==> src/rtl/multicycle_ctrl_fsm_if.sv <==
`default_nettype none
// +--------------------------------------------------------------------------+
// | multicycle_ctrl_fsm_if : controller <-> CHARIS datapath signal bundle    |
// | Rev 1.0                                                                  |
// +--------------------------------------------------------------------------+
interface multicycle_ctrl_fsm_if #(
    parameter int INSTR_W = 32,
    parameter int CNT_W   = 16
);
    logic [INSTR_W-1:0] Instr;
    logic               Instr_Valid;
    logic               Zero;
    logic               PC_Sel;
    logic               PC_LdEn;
    logic               RF_B_sel;
    logic               RF_WrData_sel;
    logic               RF_WEn;
    logic               ALU_Bin_sel;
    logic [3:0]         ALU_func;
    logic               MEM_WrEn;
    logic               Mem_In_Out_Sel;
    logic               Busy;
    logic               Illegal_Op;
    logic [CNT_W-1:0]   Retired;

    modport master (
        input  Instr, Instr_Valid, Zero,
        output PC_Sel, PC_LdEn, RF_B_sel, RF_WrData_sel, RF_WEn, ALU_Bin_sel,
               ALU_func, MEM_WrEn, Mem_In_Out_Sel, Busy, Illegal_Op, Retired
    );

    modport slave (
        output Instr, Instr_Valid, Zero,
        input  PC_Sel, PC_LdEn, RF_B_sel, RF_WrData_sel, RF_WEn, ALU_Bin_sel,
               ALU_func, MEM_WrEn, Mem_In_Out_Sel, Busy, Illegal_Op, Retired
    );
endinterface
`default_nettype wire

==> src/rtl/multicycle_ctrl_fsm.sv <==
`default_nettype none
// +--------------------------------------------------------------------------+
// | multicycle_ctrl_fsm : multicycle control unit with per-class state paths |
// | Rev 1.0                                                                  |
// +--------------------------------------------------------------------------+
module multicycle_ctrl_fsm #(
    parameter int INSTR_W   = 32,
    parameter int EX_CYCLES = 1,
    parameter int MEM_LAT   = 1,
    parameter int CNT_W     = 16
) (
    input  wire logic             Clk,
    input  wire logic             Reset,
    multicycle_ctrl_fsm_if.master bus
);
    typedef enum logic [2:0] {
        S_IDLE   = 3'd0,
        S_FETCH  = 3'd1,
        S_DECODE = 3'd2,
        S_EXEC   = 3'd3,
        S_MEM    = 3'd4,
        S_WB     = 3'd5,
        S_PCUPD  = 3'd6
    } state_t;

    typedef enum logic [3:0] {
        C_NOP = 4'd0, C_B = 4'd1, C_ILL = 4'd2, C_RTYPE = 4'd3, C_ADDI = 4'd4,
        C_ANDI = 4'd5, C_ORI = 4'd6, C_BEQ = 4'd7, C_BNE = 4'd8, C_LW = 4'd9,
        C_LB = 4'd10, C_SW = 4'd11, C_SB = 4'd12
    } iclass_t;

    typedef struct packed {
        logic       pc_sel;
        logic       pc_lden;
        logic       rf_b_sel;
        logic       rf_wrdata_sel;
        logic       rf_wen;
        logic       alu_bin_sel;
        logic [3:0] alu_func;
        logic       mem_wren;
        logic       mem_sel;
        logic       busy;
        logic       illegal;
    } ctrl_t;

    localparam logic [3:0] c_EX_LAST  = 4'(EX_CYCLES - 1);
    localparam logic [3:0] c_MEM_LAST = 4'(MEM_LAT - 1);

    function automatic iclass_t classify(input logic [INSTR_W-1:0] ir);
        iclass_t c;
        if (ir == '0) begin
            c = C_NOP;
        end else begin
            case (ir[INSTR_W-1 -: 6])
                6'b111111:                   c = C_B;
                6'b100000:                   c = C_RTYPE;
                6'b111000, 6'b111001,
                6'b110000:                   c = C_ADDI;
                6'b110010:                   c = C_ANDI;
                6'b110011:                   c = C_ORI;
                6'b000000:                   c = C_BEQ;
                6'b000001:                   c = C_BNE;
                6'b001111:                   c = C_LW;
                6'b000011:                   c = C_LB;
                6'b011111:                   c = C_SW;
                6'b000111:                   c = C_SB;
                default:                     c = C_ILL;
            endcase
        end
        return c;
    endfunction

    // ALU/operand controls used in EXEC and held through MEM/WB
    function automatic ctrl_t alu_ctrl(input iclass_t c, input logic [3:0] func);
        ctrl_t k;
        k = '0;
        case (c)
            C_RTYPE:      k.alu_func = func;
            C_ADDI:       k.alu_bin_sel = 1'b1;
            C_ANDI:       begin k.alu_bin_sel = 1'b1; k.alu_func = 4'b0010; end
            C_ORI:        begin k.alu_bin_sel = 1'b1; k.alu_func = 4'b0011; end
            C_BEQ, C_BNE: begin k.rf_b_sel = 1'b1; k.alu_func = 4'b0001; end
            C_LW, C_LB:   k.alu_bin_sel = 1'b1;
            C_SW, C_SB:   begin k.alu_bin_sel = 1'b1; k.rf_b_sel = 1'b1; end
            default:      k = '0;
        endcase
        return k;
    endfunction

    state_t             state_q, state_d;
    logic [INSTR_W-1:0] ir_q, ir_d;
    logic               taken_q, taken_d;
    logic [3:0]         cnt_q, cnt_d;
    logic [CNT_W-1:0]   retired_q, retired_d;
    ctrl_t              ctrl_q, ctrl_d;
    iclass_t            w_cls_q, w_cls_d;
    ctrl_t              w_alu;
    logic               w_is_load, w_is_store, w_is_byte;

    always_comb begin
        state_d   = state_q;
        ir_d      = ir_q;
        taken_d   = taken_q;
        cnt_d     = '0;
        retired_d = retired_q;
        w_cls_q   = classify(ir_q);

        case (state_q)
            S_IDLE:  state_d = S_FETCH;
            S_FETCH: begin
                if (bus.Instr_Valid) begin
                    ir_d    = bus.Instr;
                    state_d = S_DECODE;
                end
            end
            S_DECODE: begin
                if (w_cls_q == C_NOP || w_cls_q == C_B || w_cls_q == C_ILL)
                    state_d = S_PCUPD;
                else
                    state_d = S_EXEC;
            end
            S_EXEC: begin
                if (cnt_q != c_EX_LAST) begin
                    cnt_d = cnt_q + 4'd1;
                end else if (w_cls_q == C_BEQ || w_cls_q == C_BNE) begin
                    taken_d = (w_cls_q == C_BEQ) ? bus.Zero : ~bus.Zero;
                    state_d = S_PCUPD;
                end else if (w_cls_q inside {C_LW, C_LB, C_SW, C_SB}) begin
                    state_d = S_MEM;
                end else begin
                    state_d = S_WB;
                end
            end
            S_MEM: begin
                if (cnt_q != c_MEM_LAST)
                    cnt_d = cnt_q + 4'd1;
                else
                    state_d = (w_cls_q == C_SW || w_cls_q == C_SB) ? S_PCUPD : S_WB;
            end
            S_WB:    state_d = S_PCUPD;
            S_PCUPD: begin
                state_d   = S_FETCH;
                retired_d = retired_q + 1'b1;
            end
            default: state_d = S_IDLE;
        endcase

        // Outputs are decoded from the next register contents so they land
        // in flops aligned with the state they belong to.
        w_cls_d    = classify(ir_d);
        w_alu      = alu_ctrl(w_cls_d, ir_d[3:0]);
        w_is_load  = (w_cls_d == C_LW || w_cls_d == C_LB);
        w_is_store = (w_cls_d == C_SW || w_cls_d == C_SB);
        w_is_byte  = (w_cls_d == C_LB || w_cls_d == C_SB);
        ctrl_d     = '0;
        case (state_d)
            S_DECODE: ctrl_d.illegal = (w_cls_d == C_ILL);
            S_EXEC:   ctrl_d = w_alu;
            S_MEM: begin
                ctrl_d          = w_alu;
                ctrl_d.mem_sel  = w_is_byte;
                ctrl_d.mem_wren = w_is_store && (cnt_d == c_MEM_LAST);
            end
            S_WB: begin
                if (w_is_load) begin
                    ctrl_d.rf_wrdata_sel = 1'b1;
                    ctrl_d.mem_sel       = w_is_byte;
                end else begin
                    ctrl_d = w_alu;
                end
                ctrl_d.rf_wen = 1'b1;
            end
            S_PCUPD: begin
                ctrl_d.pc_lden = 1'b1;
                ctrl_d.pc_sel  = (w_cls_d == C_B) ||
                                 ((w_cls_d == C_BEQ || w_cls_d == C_BNE) && taken_d);
            end
            default: ctrl_d = '0;
        endcase
        ctrl_d.busy = (state_d != S_IDLE);
    end

    always_ff @(posedge Clk) begin
        if (Reset) begin
            state_q   <= S_IDLE;
            ir_q      <= '0;
            taken_q   <= 1'b0;
            cnt_q     <= '0;
            retired_q <= '0;
            ctrl_q    <= '0;
        end else begin
            state_q   <= state_d;
            ir_q      <= ir_d;
            taken_q   <= taken_d;
            cnt_q     <= cnt_d;
            retired_q <= retired_d;
            ctrl_q    <= ctrl_d;
        end
    end

    assign bus.PC_Sel         = ctrl_q.pc_sel;
    assign bus.PC_LdEn        = ctrl_q.pc_lden;
    assign bus.RF_B_sel       = ctrl_q.rf_b_sel;
    assign bus.RF_WrData_sel  = ctrl_q.rf_wrdata_sel;
    assign bus.RF_WEn         = ctrl_q.rf_wen;
    assign bus.ALU_Bin_sel    = ctrl_q.alu_bin_sel;
    assign bus.ALU_func       = ctrl_q.alu_func;
    assign bus.MEM_WrEn       = ctrl_q.mem_wren;
    assign bus.Mem_In_Out_Sel = ctrl_q.mem_sel;
    assign bus.Busy           = ctrl_q.busy;
    assign bus.Illegal_Op     = ctrl_q.illegal;
    assign bus.Retired        = retired_q;
endmodule
`default_nettype wire

==> src/flat_wrapper.sv <==
// flat-port wrapper written by rule: the top's interface ports become plain ports
module multicycle_ctrl_fsm_flat 
#(
    parameter int INSTR_W   = 32,
    parameter int EX_CYCLES = 1,
    parameter int MEM_LAT   = 1,
    parameter int CNT_W     = 16
)
  (Clk, Reset, bus_Instr, bus_Instr_Valid, bus_Zero, bus_PC_Sel, bus_PC_LdEn, bus_RF_B_sel, bus_RF_WrData_sel, bus_RF_WEn, bus_ALU_Bin_sel, bus_ALU_func, bus_MEM_WrEn, bus_Mem_In_Out_Sel, bus_Busy, bus_Illegal_Op, bus_Retired);
  multicycle_ctrl_fsm_if #(.INSTR_W(INSTR_W), .CNT_W(CNT_W)) bus_i ();
  input  wire logic Clk;
  input  wire logic Reset;
  input wire logic [$bits(bus_i.Instr)-1:0] bus_Instr;
  input wire logic [$bits(bus_i.Instr_Valid)-1:0] bus_Instr_Valid;
  input wire logic [$bits(bus_i.Zero)-1:0] bus_Zero;
  output wire logic [$bits(bus_i.PC_Sel)-1:0] bus_PC_Sel;
  output wire logic [$bits(bus_i.PC_LdEn)-1:0] bus_PC_LdEn;
  output wire logic [$bits(bus_i.RF_B_sel)-1:0] bus_RF_B_sel;
  output wire logic [$bits(bus_i.RF_WrData_sel)-1:0] bus_RF_WrData_sel;
  output wire logic [$bits(bus_i.RF_WEn)-1:0] bus_RF_WEn;
  output wire logic [$bits(bus_i.ALU_Bin_sel)-1:0] bus_ALU_Bin_sel;
  output wire logic [$bits(bus_i.ALU_func)-1:0] bus_ALU_func;
  output wire logic [$bits(bus_i.MEM_WrEn)-1:0] bus_MEM_WrEn;
  output wire logic [$bits(bus_i.Mem_In_Out_Sel)-1:0] bus_Mem_In_Out_Sel;
  output wire logic [$bits(bus_i.Busy)-1:0] bus_Busy;
  output wire logic [$bits(bus_i.Illegal_Op)-1:0] bus_Illegal_Op;
  output wire logic [$bits(bus_i.Retired)-1:0] bus_Retired;
  assign bus_i.Instr = bus_Instr;
  assign bus_i.Instr_Valid = bus_Instr_Valid;
  assign bus_i.Zero = bus_Zero;
  assign bus_PC_Sel = bus_i.PC_Sel;
  assign bus_PC_LdEn = bus_i.PC_LdEn;
  assign bus_RF_B_sel = bus_i.RF_B_sel;
  assign bus_RF_WrData_sel = bus_i.RF_WrData_sel;
  assign bus_RF_WEn = bus_i.RF_WEn;
  assign bus_ALU_Bin_sel = bus_i.ALU_Bin_sel;
  assign bus_ALU_func = bus_i.ALU_func;
  assign bus_MEM_WrEn = bus_i.MEM_WrEn;
  assign bus_Mem_In_Out_Sel = bus_i.Mem_In_Out_Sel;
  assign bus_Busy = bus_i.Busy;
  assign bus_Illegal_Op = bus_i.Illegal_Op;
  assign bus_Retired = bus_i.Retired;
  multicycle_ctrl_fsm #(.INSTR_W(INSTR_W), .EX_CYCLES(EX_CYCLES), .MEM_LAT(MEM_LAT), .CNT_W(CNT_W)) u_core (.Clk(Clk), .Reset(Reset), .bus(bus_i));
endmodule
==> config.mk <==
export PLATFORM = sky130hd
export DESIGN_NAME = multicycle_ctrl_fsm_flat
export DESIGN_NICKNAME = d
export VERILOG_FILES = /design/src/rtl/multicycle_ctrl_fsm_if.sv /design/src/rtl/multicycle_ctrl_fsm.sv /design/src/flat_wrapper.sv
export SDC_FILE = /design/constraint.sdc
export NUM_CORES = 1
export LEC_CHECK = 0
export ABC_AREA = 1
export ABC_CLOCK_PERIOD_IN_PS = 5600
export BUFFER_PORTS_ARGS = -buffer_cell sky130_fd_sc_hd__buf_2
export CORE_MARGIN = 3
export CORE_UTILIZATION = 60
export CTS_CLUSTER_SIZE = 28
export DETAILED_ROUTE_END_ITERATION = 8
export GPL_TIMING_DRIVEN = 0
export PLACE_DENSITY = 0.84
export SYNTH_ARGS = -nofsm -noshare
export SYNTH_HDL_FRONTEND = slang
export SYNTH_SLANG_ARGS = --single-unit
==> constraint.sdc <==
create_clock -name Clk -period 5.6 [get_ports Clk]
set_input_delay 1.12 -clock Clk [delete_from_list [all_inputs] [get_ports Clk]]
set_output_delay 1.12 -clock Clk [all_outputs]
set_load 0.02 [all_outputs]
==> metrics.md <==
| Metric | Value |
|---|---|
| Syn Std Cell Area | 4090 sq um |
| Number of enable flip-flop cells after synthesis | 0 |
| CORE AREA | 6490 sq um |
| Final wirelength | 10.3 mm |
| Max frequency | 334 MHz |
| Top cell by count, worst path | nand2_1 |
| Via/cell ratio | 5.27 |
| Row count | 29 |
| Flop-to-flop setup slack | 3080 ps |
| Largest net degree at the start of global routing | 13 |
| Power per cell area | 412 nW/um^2 |
| Status | finished, final reports clean |
| Root buf cell | clkbuf_8 |
| CP Data Required Time | 5840 ps |
| Flop pwr share | 32.5% |
| Synth Area in Adders | 0.917% |
| Area contributors post-synth | dfxtp_1 36%, nand2_1 16%, nor2_1 10% |
| CTS max path bufs | 2 |
| Synth unique cells | 35 |
| Fin crit share | 53.4% |
| First-pass GRT wire length | 16.6 mm |
| Sink Count | 74 |
| Post-synthesis xor/xnor area fraction | 0.856% |
| Final hold vios | 0 |
| Syn_nets | 676 |
| Yosys reg bits | 74 |
| Post-route total power | 1.96 mW |
| Clock Skews | 8.11 ps |
| Clock power share | 25.3% |
| CTS-repair resized insts | 0 |
| Crit-path max cell delay | 260 ps |
| YS warnings | 0 |
| Vias in the first global route | 3710 |
| Starting density of the core | 63.0% |
| Int Pwr | 1.15 mW |
| Most common cell after layout, fill and taps aside | nand2_1 |
| Wire length per cell | 12.9 um |
| Leak | 2.42 nW |
| DR iter-0 viols | 270 |
| TritonCTS Buffers | 9 |
| RSZ-0062 raised after global routing | false |
| Worst path cell trace | buf_2 > inv_2 > nor2_4 > nand2_4 > buf_2 > nand2_1 > nand2_1 > nand2_1 > nor2_1 > nand2_1 > nor2_2 > nand2_4 > nand3_2 > nand3_2 > o21bai_1 > nand2_1 > nand2_2 > nor2_1 |
| HP Class | flop to flop |
| CP Capture Type | flop |
| Residual DRC | 0 |
| Reg-to-Reg End | u_core.bus.RF_B_sel$_SDFF_PP0_ |
| Clk pin slew, worst setup/hold paths | 80 ps |
| Layout area overhead | 16.0% |
| Max Fanout on Critical Path | 10 |
| Logic pwr share | 42.2% |
| Synth Area in Simple Gates | 44.9% |
| Hold buffer count at CTS | 0 |
| Largest family of logic cells by synthesized area | simple AND/OR/NAND/NOR gates |
| Setup Buffers After CTS | 0 |
| # diodes | 0 |
| Io pins | 66 |
| Sw Pwr | 806 uW |
| Avg Cell Area, Syn | 6.43 sq um |
| Mux cell area share after synthesis | 0% |
| CTS tree | built |
| Util after Layout | 73.1% |
| Worst-skew pair later-pin latency | 350 ps |
| Fin nets | 752 |
| Pre-Repair DR Iteration Count | 5 |
| Slowest CP cell | buf_2 |
| Relative slew slack | 59.2% |
| FFs w/ async S/R, synth | 0% |
| IO buf count | 65 |
| Slew Viols, Final | 0 |
| Initial antenna violation count | 0 |
| Die Span Y | 88.6 um |
| Post-DRT Antenna Nets | 0 |
| Worst reg2reg startpoint | u_core.state_q[0]$_SDFF_PP0_ |
| Final Setup Violations | 0 |
| Main synth FF type | dfxtp_1 |
| Post-synth top area cell | dfxtp_1 |
| Filler Cell Count | 538 |
| Cells on worst reg2reg path | 15 |
| Startpoint Class | primary input |
| H-Tree Depth | 3 |
| Commonest non-fill, non-tap cells in the layout | 175 x nand2_1, 111 x nor2_1, 89 x inv_1 |
| Switching Share | 41.2% |
| Capture point of the worst path | u_core.bus.RF_B_sel$_SDFF_PP0_ |
| Total Routing Usage GR | 27.0% |
| VDD IR-drop max | 260 uV |
| Post-synth top area share | 36.2% |
| Die Footprint | 7850 sq um |
| Post-route minimum period | 2990 ps |
| CP startpoint | bus_Instr_Valid |
| Critical path class | primary input to flop |
| CP arrival | 3230 ps |
| Via count | 4192 |
| Layout cells sized above 1 | 17.8% |
| RePlAce Congestion | 0.948 |
| Die Wd | 88.6 um |
| Setup_tns | 0 ps |
| Post-synthesis sequential area ratio | 36.2% |
| Worst Tran Pin Value | 612 ps |
| GRT overflow | 0 |
| Synthesized instance count | 637 |
| Complex-gate fraction of the synthesized area | 5.87% |
| MaxCap Viol Count | 0 |
| Hpwl dp | 7.54 mm |
[flip-flops by register name (all words and copies together) (netlist names), 3 cells and up, named ones only]
register,flops
u_core.state_q,3
u_core.ir_q,32
u_core.cnt_q,4
u_core.bus.ALU_func,4
u_core.bus.Retired,16
[routing by layer]
metal	GRT usage (%)	up-vias	routed length, um
met2	44.9	188	4730
met1	34.4	1857	4380
met5	0	-	0
met3	6.80	26	914
li1	-	2121	-
met4	8.52	0	235
[kinds of logic after synthesis]
group / after synthesis
fa+ha+maj: 3
simple gates: 402
compound gates: 43
xor+xnor: 4
buf+inv: 111
flops: 74
[critical path: cells and delay by family]
family,cells,cell delay (ps)
AOI/OAI and AO/OA,1,140
buffers and inverters,3,490
and+or+nand+nor,14,1450
[cell usage after synthesis, types with 5 or more instances]
cell      count
nor3_1       11
inv_2         6
dfxtp_1      74
nand2_2      13
clkbuf_1      5
nor2_1      111
nor2_2        5
nand3b_1     31
inv_1        89
a21oi_1      20
o21ai_0      14
nand2_1     175
nand4_1      11
nand3_1      33
[how the worst min path moves through the flow]
stage | start | end | slack [ps] | depth (start not counted)
final | u_core.bus.Retired[12]$_SDFFE_PP0N_ | u_core.bus.Retired[12]$_SDFFE_PP0N_ | 510 | 2
after global routing | u_core.bus.Retired[14]$_SDFFE_PP0N_ | u_core.bus.Retired[14]$_SDFFE_PP0N_ | 560 | 2
after CTS | u_core.bus.Retired[12]$_SDFFE_PP0N_ | u_core.bus.Retired[12]$_SDFFE_PP0N_ | 510 | 2
after detailed placement | u_core.bus.Retired[12]$_SDFFE_PP0N_ | u_core.bus.Retired[12]$_SDFFE_PP0N_ | 500 | 2
after global placement | u_core.bus.Retired[13]$_SDFFE_PP0N_ | u_core.bus.Retired[13]$_SDFFE_PP0N_ | 470 | 2
after floorplan | u_core.ir_q[11]$_SDFF_PP0_ | u_core.ir_q[11]$_SDFF_PP0_ | 510 | 4
[through the flow]
stage / setup WS, ps / hold slack (ps) / area (sq um) / std cells
2_1_floorplan: 2860 / 512 / 4090 / 637
3_3_place_gp: 2380 / 472 / 4520 / 779
3_5_place_dp: 2300 / 502 / 4520 / 779
4_1_cts: 2650 / 513 / 4750 / 795
5_1_grt: 2420 / 556 / 4750 / 795
6_report: 2610 / 509 / 4750 / 795
[power groups by stage]
stage | Clock [mW] | Combinational [mW] | Sequential, mW
3_5_place_dp | 0 | 0.796 | 0.646
3_3_place_gp | 0 | 0.768 | 0.643
2_1_floorplan | 0 | 0.622 | 0.644
4_1_cts | 0.496 | 0.810 | 0.635
5_1_grt | 0.518 | 0.931 | 0.644
6_report | 0.494 | 0.825 | 0.636
[layout make-up]
cell class / count / area [sq um] / share of cell area (%)
buffer: 15 / 103 / 2.16
clock buffer: 10 / 128 / 2.69
clock inverter: 6 / 105 / 2.21
inverter: 96 / 360 / 7.59
multi-input combinational: 452 / 2150 / 45.3
sequential: 74 / 1480 / 31.2
tap: 77 / 96.3 / 2.03
timing repair buffer: 65 / 325 / 6.85
No activity file was read; power rests on OpenSTA's default activity.
